`src/rtl/pic_pkg.sv`:
```
// Shared types and helpers for the PIC interrupt-acknowledge service path.
package pic_pkg;

   localparam int NUM_IR = 8;
   localparam int LVL_W  = 3;

   localparam logic [LVL_W-1:0] SPURIOUS_LVL = 3'd7;

   typedef enum logic [1:0] {
      IDLE = 2'd0,
      ACK1 = 2'd1,
      GAP  = 2'd2,
      ACK2 = 2'd3
   } pic_state_e;

   // Returns {found, index} of the lowest-index set bit (IR0 is highest priority).
   function automatic logic [LVL_W:0] prio_enc(input logic [NUM_IR-1:0] v);
      logic [LVL_W:0] r;
      r = '0;
      for (int i = NUM_IR - 1; i >= 0; i--) begin
         if (v[i]) r = {1'b1, LVL_W'(i)};
      end
      return r;
   endfunction

   function automatic logic [NUM_IR-1:0] onehot(input logic [LVL_W-1:0] lvl);
      return NUM_IR'(1) << lvl;
   endfunction

endpackage

```
`src/rtl/pic_prio_enc8.sv`:
```
// Combinational lowest-index priority encoder over eight request levels.
module pic_prio_enc8
   import pic_pkg::*;
(
   input  logic [NUM_IR-1:0] vec,
   output logic              found,
   output logic [LVL_W-1:0]  idx
);

   logic [LVL_W:0] enc;

   always_comb begin
      enc   = prio_enc(vec);
      found = enc[LVL_W];
      idx   = enc[LVL_W-1:0];
   end

endmodule

```
`src/rtl/pic_inta_sequencer.sv`:
```
// 8259-style service side: raises INT, runs the two-pulse INTA handshake,
// maintains the ISR and drives the interrupt vector.
//
// state | meaning
// IDLE  | int_out follows pending-request evaluation, waiting for first INTA
// ACK1  | first INTA low, level frozen and ISR bit set
// GAP   | between pulses, waiting for second INTA
// ACK2  | second INTA low, vector driven on data bus
module pic_inta_sequencer
   import pic_pkg::*;
(
   input  logic              clk,
   input  logic              rst_n,
   input  logic [NUM_IR-1:0] irr_req,
   input  logic [4:0]        vector_base,
   input  logic              auto_eoi,
   input  logic              inta_n,
   input  logic              eoi_valid,
   input  logic              eoi_specific,
   input  logic [LVL_W-1:0]  eoi_level,
   output logic              int_out,
   output logic [NUM_IR-1:0] irr_clear,
   output logic [NUM_IR-1:0] isr,
   output logic [7:0]        data_out,
   output logic              data_oe
);

   pic_state_e        state;
   logic              inta_prev;
   logic [LVL_W-1:0]  ack_lvl;
   logic              ack_spur;

   logic              fall;
   logic              rise;
   logic              req_found;
   logic [LVL_W-1:0]  req_idx;
   logic              isr_found;
   logic [LVL_W-1:0]  isr_idx;
   logic [LVL_W:0]    hp_isr;
   logic              int_cand;
   logic              ack_take;
   logic [NUM_IR-1:0] eoi_clr;
   logic [NUM_IR-1:0] aeoi_clr;
   logic [NUM_IR-1:0] isr_set;
   logic [NUM_IR-1:0] isr_next;

   pic_prio_enc8 u_req_enc (
      .vec   (irr_req),
      .found (req_found),
      .idx   (req_idx)
   );

   pic_prio_enc8 u_isr_enc (
      .vec   (isr),
      .found (isr_found),
      .idx   (isr_idx)
   );

   always_comb begin
      fall   = inta_prev & ~inta_n;
      rise   = ~inta_prev & inta_n;
      hp_isr = isr_found ? {1'b0, isr_idx} : (LVL_W + 1)'(NUM_IR);

      int_cand = 1'b0;
      for (int i = 0; i < NUM_IR; i++) begin
         if (irr_req[i] && (i < int'(hp_isr))) int_cand = 1'b1;
      end
      ack_take = int_cand & req_found;
   end

   // EOI works on the pre-update ISR; a same-cycle set is ORed in last so it wins.
   always_comb begin
      eoi_clr = '0;
      if (eoi_valid) begin
         if (eoi_specific)   eoi_clr = onehot(eoi_level);
         else if (isr_found) eoi_clr = onehot(isr_idx);
      end

      aeoi_clr = '0;
      if (state == ACK2 && rise && auto_eoi && !ack_spur) aeoi_clr = onehot(ack_lvl);

      isr_set = '0;
      if (state == IDLE && fall && ack_take) isr_set = onehot(req_idx);

      isr_next = (isr & ~eoi_clr & ~aeoi_clr) | isr_set;
   end

   always_ff @(posedge clk or negedge rst_n) begin
      if (!rst_n) begin
         state     <= IDLE;
         isr       <= '0;
         int_out   <= 1'b0;
         irr_clear <= '0;
         data_out  <= '0;
         data_oe   <= 1'b0;
         inta_prev <= 1'b1;
         ack_lvl   <= '0;
         ack_spur  <= 1'b0;
      end else begin
         inta_prev <= inta_n;
         isr       <= isr_next;
         irr_clear <= '0;
         case (state)
            IDLE: begin
               int_out <= int_cand & ~fall;
               if (fall) begin
                  state <= ACK1;
                  if (ack_take) begin
                     ack_lvl   <= req_idx;
                     ack_spur  <= 1'b0;
                     irr_clear <= onehot(req_idx);
                  end else begin
                     ack_lvl  <= SPURIOUS_LVL;
                     ack_spur <= 1'b1;
                  end
               end
            end
            ACK1: begin
               int_out <= 1'b0;
               if (rise) state <= GAP;
            end
            GAP: begin
               int_out <= 1'b0;
               if (fall) begin
                  state    <= ACK2;
                  data_out <= {vector_base, ack_lvl};
                  data_oe  <= 1'b1;
               end
            end
            ACK2: begin
               int_out <= 1'b0;
               if (rise) begin
                  state    <= IDLE;
                  data_out <= '0;
                  data_oe  <= 1'b0;
               end
            end
            default: begin
               state   <= IDLE;
               int_out <= 1'b0;
            end
         endcase
      end
   end

endmodule
```
`config.mk`:
```
export PLATFORM = sky130hd
export DESIGN_NAME = pic_inta_sequencer
export DESIGN_NICKNAME = d
export VERILOG_FILES = /design/src/rtl/pic_pkg.sv /design/src/rtl/pic_prio_enc8.sv /design/src/rtl/pic_inta_sequencer.sv
export SDC_FILE = /design/constraint.sdc
export NUM_CORES = 1
export LEC_CHECK = 0
export BUFFER_PORTS_ARGS = -buffer_cell sky130_fd_sc_hd__buf_2
export CAP_MARGIN = 20
export CORE_ASPECT_RATIO = 1.25
export CORE_MARGIN = 2
export CORE_UTILIZATION = 42
export DETAILED_ROUTE_END_ITERATION = 10
export PLACE_DENSITY = 0.69
export SLEW_MARGIN = 10
export SYNTH_ARGS = -nofsm -noshare
export SYNTH_HDL_FRONTEND = slang
export SYNTH_SLANG_ARGS = --single-unit
```
`constraint.sdc`:
```
create_clock -name clk -period 2.15 [get_ports clk]
set_clock_uncertainty 0.2 [all_clocks]
set_input_delay 0.3225 -clock clk [delete_from_list [all_inputs] [get_ports clk]]
set_output_delay 0.3225 -clock clk [all_outputs]
set_load 0.05 [all_outputs]
```
==> run metrics <==
outcome=complete, but fails checks; violated checks=setup timing; Detailed Route WL=4670 microns; CTS Buffer Depth=2; Post-synth EDFFs=0; area of the core=4160 sq um; Post-DP HPWL=3480 microns; min cycle time layout=2.27 ns; Final #Nets=295; layout cell share with drive strength beyond 1=0.363; Clock transition at path regs=0.07 ns; H-tree depth=2; Avg WL per Cell=14.3 microns; P_sw=1.22 mW; Syn Area/Cell=9.27 sq um; WP data required=2.14 ns; vias in the first global route=1647; multiplexer share of the synthesized area=0; Finished Cell Area=2430 sq um; Post-Synth Adder-Cell Area=0.0271; CTS tree=yes; PwrDens=1110 nW/um^2; pre-CTS setup slack=-0.0756 ns; fillers=413; clk root buf=clkbuf_8; sequential area share after synthesis=0.448; Total Power=2.68 mW; ANT nets after route=0; # IOs=48; Placed Area=2290 sq um; Clock Latency Late Sink=0.29 ns; TritonCTS buffer count=5; Vias=1750; largest net degree at the start of global routing=34; final setup violation count=11; drt drc=0; Netlist cell types=46; ant diodes=0; post-synthesis cell count=199; sequential group share of total power=0.341; Pint=1.46 mW; Starting DRT DRC Count=121; Post-Syn Area=1840 sq um; unrepaired setup endpoints after global routing=true; Lkg Pwr=1.15 nW; Die W=63.3 microns; post-synthesis compound-gate area fraction=0.231; worst hold-check path type=input pin to flop; largest area contributor in the netlist=dfrtp_1; I/O Buffers=47; max cap viols=0; switch share=0.455; TNS Setup=-0.677 ns; Max-slew headroom=0.521; Commonest cells post-synth=32 x dfrtp_1, 20 x o21ai_0, 19 x nor2_1; initial antenna violation count=0; count leader, synth=dfrtp_1; Worst Slack Setup Final=-0.120 ns; Synth Net Count=225; Die H=78.1 microns; Synth Area in XOR/XNOR=0; Routability Congestion=0.854; combinational share of power=0.486; Area contributors post-synth=dfrtp_1 43%, o21ai_0 5.4%, nand2b_1 4.7%; max-slew violations=0; row count=26; post-synth top area share=0.434; drt pass-1 iters=4; critical path's slowest cell=or4_4; main combinational cell family by area after synthesis=simple AND/OR/NAND/NOR gates; Synth async-reset ratio=1.00; Setup crit start kind=flop; GR Util All Layers=0.207; WS Path Type=flop to flop; Synth warnings=0; CP Capture Type=flop; Arrival @ worst endpoint=2.26 ns; Synth Area in Simple Gates=0.255; clock sinks=33; vias per cell=5.37; Worst IR Drop VDD=0.564 mV; Synth-to-Final Area Change=31.6%; period utilisation layout=1.06; Starting Density=0.443; Synth Register Bits=33; crit-path cells=nand2b_4 > a221o_1 > or4_4 > a31o_1 > buf_12 > o41ai_2; total global routing overflow=0; maximum clock rate=0.440 GHz; ys flop type=dfrtp_1; clock share of power=0.173; die area=4940 sq um; final hold vios=0; CP Max Fanout=15; first-pass GRT wire length=7880 microns; Largest stage delay, worst path=0.43 ns; Slew @ Worst Pin=0.718 ns
[power groups by stage]
stage	registers, mW	clock network [mW]	logic [mW]
2_1_floorplan	1.25	0	0.565
3_3_place_gp	0.917	0	1.26
3_5_place_dp	0.925	0	1.29
4_1_cts	0.914	0.475	1.30
5_1_grt	0.942	0.499	1.44
6_report	0.914	0.465	1.31
[timing repair]
action | CTS | global route
endpoints found under the hold margin | 32 | 0
gates resized for setup | 1 | 7
endpoints found under the setup margin | 11 | 23
buffers inserted | 0 | 0
hold buffers | 1 | 0
pin swaps | 0 | 3
[flip-flops by register name, indices dropped and copies added, names as in the netlist]
signal	count
ack_lvl	3
ack_spur	1
data_oe	1
data_out	8
int_out	1
inta_prev	1
irr_clear	8
isr	8
state	2
[path summary, 6_finish.rpt]
| kind | startpoint | to | slack (ns) | depth (start not counted) |
|---|---|---|---|---|
| min reg2reg | data_out[0] | data_out[0] | 0.27 | 2 |
| max reg2reg | isr[6] | isr[4] | -0.12 | 6 |
| min | vector_base[1] | data_out[4] | 0.08 | 3 |
| max in group asynchronous | rst_n | isr[5] | 0.83 | 2 |
| min in group asynchronous | rst_n | isr[2] | 0.42 | 2 |
| max | isr[6] | isr[4] | -0.12 | 6 |
[per-layer routing]
layer / routed length (microns) / share of wire / vias up / global-route usage
li1: - / - / 871 / -
met1: 2060 / 0.44 / 803 / 0.275
met2: 2240 / 0.48 / 63 / 0.326
met3: 231 / 0.049 / 13 / 0.0287
met4: 141 / 0.030 / 0 / 0.115
met5: 0 / 0 / - / 0
[kinds of logic (layout without fill, tap and decap cells)]
logic type      after synthesis  in the layout
flops                        33             33
fa+ha+maj                     4              4
simple gates                 87             87
buf+inv                      15             86
compound gates               60             60
[cell type report]
cell class	count	area, sq um	area share
Timing Repair Buffer	69	415	0.171
Sequential cell	33	832	0.343
Inverter	9	33.8	0.0139
Multi-Input combinational cell	151	990	0.408
Clock buffer	5	68.8	0.0284
Clock inverter	3	17.5	0.00722
Tap cell	56	70.1	0.0289
[layout by cell type, fill, tap and decap left out, types with 4 or more instances in the layout]
| cell type | count |
|---|---|
| dfrtp_2 | 4 |
| dfrtp_1 | 28 |
| nand3_1 | 7 |
| a221o_1 | 4 |
| buf_4 | 20 |
| o21ai_0 | 20 |
| nand2b_1 | 13 |
| nor2_1 | 18 |
| inv_1 | 8 |
| nand2_1 | 18 |
| a21oi_1 | 6 |
| buf_2 | 47 |
| clkbuf_8 | 5 |
| o41ai_2 | 4 |
[critical path, delay by kind of cell (launching register included)]
| kind | cells | cell delay, ns |
|---|---|---|
| AO/OA/AOI/OAI | 3 | 0.84 |
| buffers and inverters | 1 | 0.16 |
| AND/OR/NAND/NOR | 2 | 0.56 |
| flip-flops | 1 | 0.41 |
[per-stage QoR]
| stage | instances | utilization | hold slack, ns |
|---|---|---|---|
| floorplan | 199 | - | -0.173 |
| global placement | 317 | 0.551 | 0.224 |
| detailed placement | 317 | 0.551 | 0.229 |
| CTS | 326 | 0.575 | 0.0764 |
| global route | 326 | 0.583 | 0.0880 |
| finish | 326 | 0.583 | 0.0759 |
Note: power is estimated with default switching activity, not from simulation.
